File: config.mk
export PLATFORM = sky130hd
export DESIGN_NAME = score_uart_tx
export DESIGN_NICKNAME = d
export VERILOG_FILES = /design/src/rtl/score_uart_pkg.sv /design/src/rtl/uart_tx_byte.sv /design/src/rtl/score_uart_tx.sv
export SDC_FILE = /design/constraint.sdc
export NUM_CORES = 1
export LEC_CHECK = 0
export ABC_AREA = 1
export ABC_CLOCK_PERIOD_IN_PS = 1670
export CORE_ASPECT_RATIO = 0.8
export CORE_UTILIZATION = 58
export DETAILED_ROUTE_END_ITERATION = 16
export PLACE_DENSITY_LB_ADDON = 0.3
export RECOVER_POWER = 25
export SYNTH_ARGS = -nofsm -noshare
export SYNTH_HDL_FRONTEND = slang
export SYNTH_SLANG_ARGS = --single-unit
export TNS_END_PERCENT = 1
File: constraint.sdc
create_clock -name i_Clk -period 1.67 [get_ports i_Clk]
set_input_delay 0.334 -clock i_Clk [delete_from_list [all_inputs] [get_ports i_Clk]]
set_output_delay 0.334 -clock i_Clk [all_outputs]
set_load 0.01 [all_outputs]
File: src/rtl/score_uart_pkg.sv
// Shared types and defaults for the score UART transmitter.
// The PARITY state exists only when SCORE_UART_TX_PARITY_EN is defined.
package score_uart_pkg;

  localparam int         FRAME_BYTES          = 3;
  localparam logic [7:0] DEFAULT_FRAME_HDR    = 8'h53;
  localparam int         DEFAULT_CLKS_PER_BIT = 217;

  typedef enum logic [2:0] {
    IDLE,
    START,
    DATA,
`ifdef SCORE_UART_TX_PARITY_EN
    PARITY,
`endif
    STOP,
    DONE
  } t_State;

endpackage

File: src/rtl/uart_tx_byte.sv
// One-byte UART serializer: start, 8 data bits LSB first, optional even parity
// (SCORE_UART_TX_PARITY_EN), stop. A new byte can be taken in the last stop cycle.
module uart_tx_byte
  import score_uart_pkg::*;
#(
  parameter int CLKS_PER_BIT = DEFAULT_CLKS_PER_BIT
) (
  input  logic       i_Clk,
  input  logic       i_Rst_L,
  input  logic [7:0] i_Byte,
  input  logic       i_Valid,
  output logic       o_Busy,
  output logic       o_Done,
  output logic       o_Tx,
  output logic       o_Active
);

  localparam int CNT_W = (CLKS_PER_BIT > 1) ? $clog2(CLKS_PER_BIT) : 1;
  localparam logic [CNT_W-1:0] LAST_CNT = CNT_W'(CLKS_PER_BIT - 1);

  t_State           r_State;
  logic [CNT_W-1:0] r_Cnt;
  logic [2:0]       r_BitIdx;
  logic [7:0]       r_Data;
  logic             r_Tx;
  logic             w_BitEnd;
  logic             w_Done;

  assign w_BitEnd = (r_Cnt == LAST_CNT);
  assign w_Done   = (r_State == STOP) && w_BitEnd;
  assign o_Done   = w_Done;
  // Dropping busy in the final stop cycle lets bytes run back-to-back.
  assign o_Busy   = (r_State != IDLE) && !w_Done;
  assign o_Active = (r_State != IDLE);
  assign o_Tx     = r_Tx;

  always_ff @(posedge i_Clk) begin
    if (!i_Rst_L) begin
      r_State  <= IDLE;
      r_Cnt    <= '0;
      r_BitIdx <= '0;
      r_Data   <= '0;
      r_Tx     <= 1'b1;
    end else begin
      case (r_State)
        IDLE: begin
          r_Cnt <= '0;
          if (i_Valid) begin
            r_Data  <= i_Byte;
            r_Tx    <= 1'b0;
            r_State <= START;
          end
        end
        START: begin
          if (w_BitEnd) begin
            r_Cnt    <= '0;
            r_BitIdx <= '0;
            r_Tx     <= r_Data[0];
            r_State  <= DATA;
          end else begin
            r_Cnt <= r_Cnt + 1'b1;
          end
        end
        DATA: begin
          if (w_BitEnd) begin
            r_Cnt <= '0;
            if (r_BitIdx == 3'd7) begin
`ifdef SCORE_UART_TX_PARITY_EN
              r_Tx    <= ^r_Data;
              r_State <= PARITY;
`else
              r_Tx    <= 1'b1;
              r_State <= STOP;
`endif
            end else begin
              r_BitIdx <= r_BitIdx + 3'd1;
              r_Tx     <= r_Data[r_BitIdx + 3'd1];
            end
          end else begin
            r_Cnt <= r_Cnt + 1'b1;
          end
        end
`ifdef SCORE_UART_TX_PARITY_EN
        PARITY: begin
          if (w_BitEnd) begin
            r_Cnt   <= '0;
            r_Tx    <= 1'b1;
            r_State <= STOP;
          end else begin
            r_Cnt <= r_Cnt + 1'b1;
          end
        end
`endif
        STOP: begin
          if (w_BitEnd) begin
            r_Cnt <= '0;
            if (i_Valid) begin
              r_Data  <= i_Byte;
              r_Tx    <= 1'b0;
              r_State <= START;
            end else begin
              r_Tx    <= 1'b1;
              r_State <= IDLE;
            end
          end else begin
            r_Cnt <= r_Cnt + 1'b1;
          end
        end
        default: begin
          r_Cnt   <= '0;
          r_Tx    <= 1'b1;
          r_State <= IDLE;
        end
      endcase
    end
  end

endmodule

File: src/rtl/score_uart_tx.sv
// Sends a 3-byte score frame (header, {P1,P2}, checksum) whenever the scores change.
// Define SCORE_UART_TX_PARITY_EN for 8E1 bytes instead of 8N1.
module score_uart_tx
  import score_uart_pkg::*;
#(
  parameter int         CLKS_PER_BIT = DEFAULT_CLKS_PER_BIT,
  parameter logic [7:0] FRAME_HDR    = DEFAULT_FRAME_HDR
) (
  input  logic       i_Clk,
  input  logic       i_Rst_L,
  input  logic [3:0] i_Score_P1,
  input  logic [3:0] i_Score_P2,
  output logic       o_UART_TX,
  output logic       o_TX_Active,
  output logic       o_Frame_Done
);

  localparam logic [1:0] LAST_IDX = 2'(FRAME_BYTES);

  t_State     r_State;
  logic [3:0] r_Last_P1;
  logic [3:0] r_Last_P2;
  logic [7:0] r_Snap;
  logic [1:0] r_ByteIdx;
  logic       r_FrameDone;
  logic       w_Change;
  logic       w_Valid;
  logic       w_Busy;
  logic       w_SerDone;
  logic       w_Accept;
  logic [7:0] w_Byte;

  assign w_Change = {i_Score_P1, i_Score_P2} != {r_Last_P1, r_Last_P2};
  assign w_Valid  = (r_State == START) && (r_ByteIdx != LAST_IDX);
  assign w_Accept = w_Valid && !w_Busy;

  always_comb begin
    w_Byte = FRAME_HDR;
    case (r_ByteIdx)
      2'd1:    w_Byte = r_Snap;
      2'd2:    w_Byte = FRAME_HDR ^ r_Snap;
      default: w_Byte = FRAME_HDR;
    endcase
  end

  // START here means "frame in flight"; bit-level states live in the serializer.
  always_ff @(posedge i_Clk) begin
    if (!i_Rst_L) begin
      r_State     <= IDLE;
      r_Last_P1   <= '0;
      r_Last_P2   <= '0;
      r_Snap      <= '0;
      r_ByteIdx   <= '0;
      r_FrameDone <= 1'b0;
    end else begin
      r_FrameDone <= 1'b0;
      case (r_State)
        IDLE: begin
          if (w_Change) begin
            r_Last_P1 <= i_Score_P1;
            r_Last_P2 <= i_Score_P2;
            r_Snap    <= {i_Score_P1, i_Score_P2};
            r_ByteIdx <= '0;
            r_State   <= START;
          end
        end
        START: begin
          if (w_Accept) begin
            r_ByteIdx <= r_ByteIdx + 2'd1;
          end
          if ((r_ByteIdx == LAST_IDX) && w_SerDone) begin
            r_FrameDone <= 1'b1;
            r_State     <= DONE;
          end
        end
        default: r_State <= IDLE;
      endcase
    end
  end

  uart_tx_byte #(
    .CLKS_PER_BIT(CLKS_PER_BIT)
  ) u_Byte (
    .i_Clk   (i_Clk),
    .i_Rst_L (i_Rst_L),
    .i_Byte  (w_Byte),
    .i_Valid (w_Valid),
    .o_Busy  (w_Busy),
    .o_Done  (w_SerDone),
    .o_Tx    (o_UART_TX),
    .o_Active(o_TX_Active)
  );

  assign o_Frame_Done = r_FrameDone;

endmodule

==> flow_metrics.tcl, run 1 <==
set metrics [dict create \
    cts_buffers 5 \
    synth_top_cell_area_share 0.353 \
    place.gp.congestion 0.789 \
    grt_pass1_vias 1406 \
    critical_path.endpoint_type "primary output" \
    post-synth-top-area-cell "sky130_fd_sc_hd__dfxtp_1" \
    synth_area_per_cell_um2 7.73 \
    firstDrtPassIters 4 \
    final_net_count 306 \
    clk_pin_slew_worst_paths_ns 0.07 \
    placed_cell_area_um2 2210 \
    fin_crit_period_ns 1.56 \
    path_max_fanout 3 \
    track_usage 0.244 \
    areal_power_density_over_the_cells_nw_per_um2 1200 \
    post-cts-setup-buffers 0 \
    timing.final.hold_violations 0 \
    dp_worst_setup_slack_ns -0.0904 \
    peakVddDrop_uv 898 \
    library_cells_used_by_synthesis 32 \
    global_route_congestion_overflow_total 0 \
    avgRoutedWirePerCell_um 11.9 \
    io_buffers 12 \
    synth.net_count 279 \
    dpl.cell_count 317 \
    clock-root-buffer "sky130_fd_sc_hd__clkbuf_8" \
    drtAntennaViolNets 0 \
    finish.instance_area_um2 2320 \
    cts.sink_count 35 \
    synth_area_um2 1990 \
    clock_tree_from_tritoncts "done" \
    maxClockFrequency_mhz 640 \
    detailroute.via_count 1678 \
    synthCells 257 \
    core_area_um2 3180 \
    grt_setup_unrepaired "false" \
    areaGrowthSynthToFinish_pct 17.0 \
    post_synth_main_area_contributors "sky130_fd_sc_hd__dfxtp_1 35%, sky130_fd_sc_hd__nand2_1 8.1%, sky130_fd_sc_hd__ha_1 7.6%" \
    clock_skew_ns 0.00611 \
    critPathRequiredTime_ns 1.34 \
    ios 13 \
    run_status "finished clean" \
    crit_path_category "reg2out" \
    maxCapViolCount 0 \
    dp_hpwl_um 2970 \
    grt_start_max_net_pins 16 \
    first_pass_grt_wire_length_um 6420 \
    detail_route.wirelength_um 3870 \
    drc 0 \
    dr.first_iter.drc_count 58 \
    timing_max_transition_violations_final 0 \
    setup_tns_ns 0 \
    report.final.setup_viol 0 \
    worst_skew_pair.late_latency_ns 0.30 \
    static-leakage-power_nw 1.00 \
    post_route_cells_drive_above_1_share 0.200 \
    finish.cell_count_without_fillers 325 \
    synth.yosys.warnings 0 \
    h-tree-depth 2 \
    std_cell_rows 18 \
    dieArea_um2 3660 \
    setup_slack_ns 0.107 \
    clk_path_buf_depth 2 \
    timing.final.crit_share 0.936 \
    worst_hold_path_type "reg2reg" \
    grt_antenna_before_repair 0 \
    die_h_um 54.3 \
    proportion_of_synthesized_chip_area_in_sequential_cells 0.353 \
    tightest_slew_ns 0.436 \
    synth-seq-cells 35 \
    via_per_inst 5.16 \
    die_x_um 67.4 \
    crit_arrival_ns 1.23 \
    startpoint_type "register" \
    antenna-diode-count 0 \
    start_util 0.625 \
    timing.max_slew.rel_slack 0.709 \
]
[cell type report]
cell class / count / area, um2
Clock buffer: 6 / 82.6
Clock inverter: 2 / 35.0
Fill cell: 251 / 852
Inverter: 33 / 124
Multi-Input combinational cell: 185 / 1120
Sequential cell: 35 / 701
Tap cell: 40 / 50.0
Timing Repair Buffer: 24 / 209
[Yosys cell counts]
cell and n:
sky130_fd_sc_hd__nor3b_1 2, sky130_fd_sc_hd__o21ai_0 9, sky130_fd_sc_hd__nand4_1 2, sky130_fd_sc_hd__xnor2_1 5, sky130_fd_sc_hd__or2_2 1, sky130_fd_sc_hd__ha_1 12
sky130_fd_sc_hd__buf_1 1, sky130_fd_sc_hd__o21ai_2 1, sky130_fd_sc_hd__buf_6 1, sky130_fd_sc_hd__nand2_2 8, sky130_fd_sc_hd__a21oi_2 9, sky130_fd_sc_hd__nor2_2 3
sky130_fd_sc_hd__inv_1 30, sky130_fd_sc_hd__a21oi_1 25, sky130_fd_sc_hd__nor2_4 4, sky130_fd_sc_hd__dfxtp_1 35, sky130_fd_sc_hd__nor3_2 3, sky130_fd_sc_hd__o21ai_1 2
sky130_fd_sc_hd__clkbuf_1 1, sky130_fd_sc_hd__o211ai_1 3, sky130_fd_sc_hd__nand2_1 43, sky130_fd_sc_hd__nand2_4 4, sky130_fd_sc_hd__nor3_1 5, sky130_fd_sc_hd__a31oi_1 1
sky130_fd_sc_hd__nand3_1 16, sky130_fd_sc_hd__a211oi_1 3, sky130_fd_sc_hd__a21oi_4 1, sky130_fd_sc_hd__inv_2 3, sky130_fd_sc_hd__buf_12 1, sky130_fd_sc_hd__xor2_1 2
sky130_fd_sc_hd__a21o_1 2, sky130_fd_sc_hd__nor2_1 19
[through the flow]
stage                     hold slack, ns  power (W)   util
after floorplan                    0.424    0.00174      -
after global placement             0.438    0.00200  0.695
after detailed placement           0.451    0.00203  0.695
after CTS                          0.461    0.00281  0.732
after global routing               0.495    0.00298  0.732
final                              0.459    0.00279  0.732
[layout by cell type (no fill, tap or decap)]
| master | netlist | layout |
|---|---|---|
| sky130_fd_sc_hd__xor2_1 | 2 | 2 |
| sky130_fd_sc_hd__nor3_2 | 3 | 3 |
| sky130_fd_sc_hd__a21oi_4 | 1 | 1 |
| sky130_fd_sc_hd__nand2_1 | 43 | 43 |
| sky130_fd_sc_hd__clkinv_2 | 0 | 1 |
| sky130_fd_sc_hd__a21oi_2 | 9 | 9 |
| sky130_fd_sc_hd__o21ai_2 | 1 | 1 |
| sky130_fd_sc_hd__dlygate4sd2_1 | 0 | 1 |
| sky130_fd_sc_hd__nand2_2 | 8 | 8 |
| sky130_fd_sc_hd__inv_2 | 3 | 3 |
| sky130_fd_sc_hd__inv_1 | 30 | 30 |
| sky130_fd_sc_hd__a211oi_1 | 3 | 3 |
| sky130_fd_sc_hd__nor3b_1 | 2 | 2 |
| sky130_fd_sc_hd__nor2_2 | 3 | 3 |
| sky130_fd_sc_hd__nor2_4 | 4 | 4 |
| sky130_fd_sc_hd__a21o_1 | 2 | 2 |
| sky130_fd_sc_hd__nand4_1 | 2 | 2 |
| sky130_fd_sc_hd__nand2_4 | 4 | 4 |
| sky130_fd_sc_hd__a31oi_1 | 1 | 1 |
| sky130_fd_sc_hd__clkbuf_8 | 0 | 6 |
| sky130_fd_sc_hd__nor2_1 | 19 | 19 |
| sky130_fd_sc_hd__bufinv_16 | 0 | 1 |
| sky130_fd_sc_hd__ha_1 | 12 | 12 |
| sky130_fd_sc_hd__dfxtp_1 | 35 | 35 |
| sky130_fd_sc_hd__nand3_1 | 16 | 16 |
| sky130_fd_sc_hd__xnor2_1 | 5 | 5 |
| sky130_fd_sc_hd__or2_2 | 1 | 1 |
| sky130_fd_sc_hd__o211ai_1 | 3 | 3 |
| sky130_fd_sc_hd__clkdlybuf4s50_1 | 0 | 11 |
| sky130_fd_sc_hd__o21ai_0 | 9 | 9 |
| sky130_fd_sc_hd__buf_4 | 0 | 12 |
| sky130_fd_sc_hd__a21oi_1 | 25 | 25 |
| sky130_fd_sc_hd__nor3_1 | 5 | 5 |
| sky130_fd_sc_hd__o21ai_1 | 2 | 2 |
[kinds of logic after synthesis]
kind of cell / Yosys count / share of synthesized area
AND/OR/NAND/NOR: 110 / 0.282
AO/OA/AOI/OAI: 56 / 0.176
buffers and inverters: 37 / 0.0819
flip-flops: 35 / 0.353
adder cells (fa/ha/maj): 12 / 0.0756
XOR/XNOR: 7 / 0.0309
[path summary, 6_finish.rpt]
kind / startpoint / slack, ns / cells after the start / end
setup / recovery: u_Byte.r_State[0]$_SDFFE_PN0P_ / 0.11 / 4 / o_TX_Active
setup reg to reg: u_Byte.r_State[1]$_SDFFE_PN0P_ / 0.15 / 7 / u_Byte.r_BitIdx[0]$_SDFFE_PN0P_
hold / removal: u_Byte.r_Data[1]$_SDFFE_PN0P_ / 0.46 / 2 / u_Byte.r_Data[1]$_SDFFE_PN0P_
hold reg to reg: u_Byte.r_Data[1]$_SDFFE_PN0P_ / 0.46 / 2 / u_Byte.r_Data[1]$_SDFFE_PN0P_
[timing repair]
action | in CTS | in global routing
hold buffers | 0 | 0
setup endpoints to repair | 1 | 0
resized for setup | 1 | 0
[power breakdown]
| part | total, W | internal (W) | leakage, nW | switching [W] |
|---|---|---|---|---|
| registers | 0.00103 | 0.000955 | 0.287 | 0.0000758 |
| clock network | 0.000793 | 0.000483 | 0.0612 | 0.000311 |
| logic | 0.000970 | 0.000412 | 0.656 | 0.000558 |
[worst max-delay path: stages (launching register included)]
cell	delay [ns]
sky130_fd_sc_hd__dfxtp_1	0.33
sky130_fd_sc_hd__inv_1	0.07
sky130_fd_sc_hd__ha_1	0.21
sky130_fd_sc_hd__inv_1	0.07
sky130_fd_sc_hd__dlygate4sd2_1	0.26
[flip-flops by register name, summed over array words and instances, names as in the netlist]
signal,count
u_Byte.r_State,2
o_Frame_Done,1
r_Last_P1,4
r_ByteIdx,2
u_Byte.r_Data,8
u_Byte.r_Cnt,8
r_State,2
u_Byte.r_BitIdx,3
u_Byte.o_Tx,1
r_Last_P2,3
r_Snap,1
[layer usage]
metal / up-vias / global-route usage / part of all wire
met5: - / 0 / 0
met4: 0 / 0.128 / 0.022
met3: 7 / 0.0625 / 0.027
met2: 21 / 0.370 / 0.43
met1: 758 / 0.320 / 0.52
li1: 892 / - / -
(Power assumes the default switching activity.)
==> inputs of run 2 (changes only) <==
--- a/config.mk
+++ b/config.mk
@@ -10,6 +10,7 @@
 export CORE_ASPECT_RATIO = 0.8
 export CORE_UTILIZATION = 58
 export DETAILED_ROUTE_END_ITERATION = 16
+export HOLD_SLACK_MARGIN = 0.05
 export PLACE_DENSITY_LB_ADDON = 0.3
 export RECOVER_POWER = 25
 export SYNTH_ARGS = -nofsm -noshare
==> results of run 2 <==
Same layout as run 1: the final DEF is identical, and so are final timing and power.
==> inputs of run 3 (changes only) <==
--- a/config.mk
+++ b/config.mk
@@ -6,7 +6,6 @@
 export NUM_CORES = 1
 export LEC_CHECK = 0
 export ABC_AREA = 1
-export ABC_CLOCK_PERIOD_IN_PS = 1670
 export CORE_ASPECT_RATIO = 0.8
 export CORE_UTILIZATION = 58
 export DETAILED_ROUTE_END_ITERATION = 16
==> results of run 3 <==
Same layout as run 1: the final DEF is identical, and so are final timing and power.
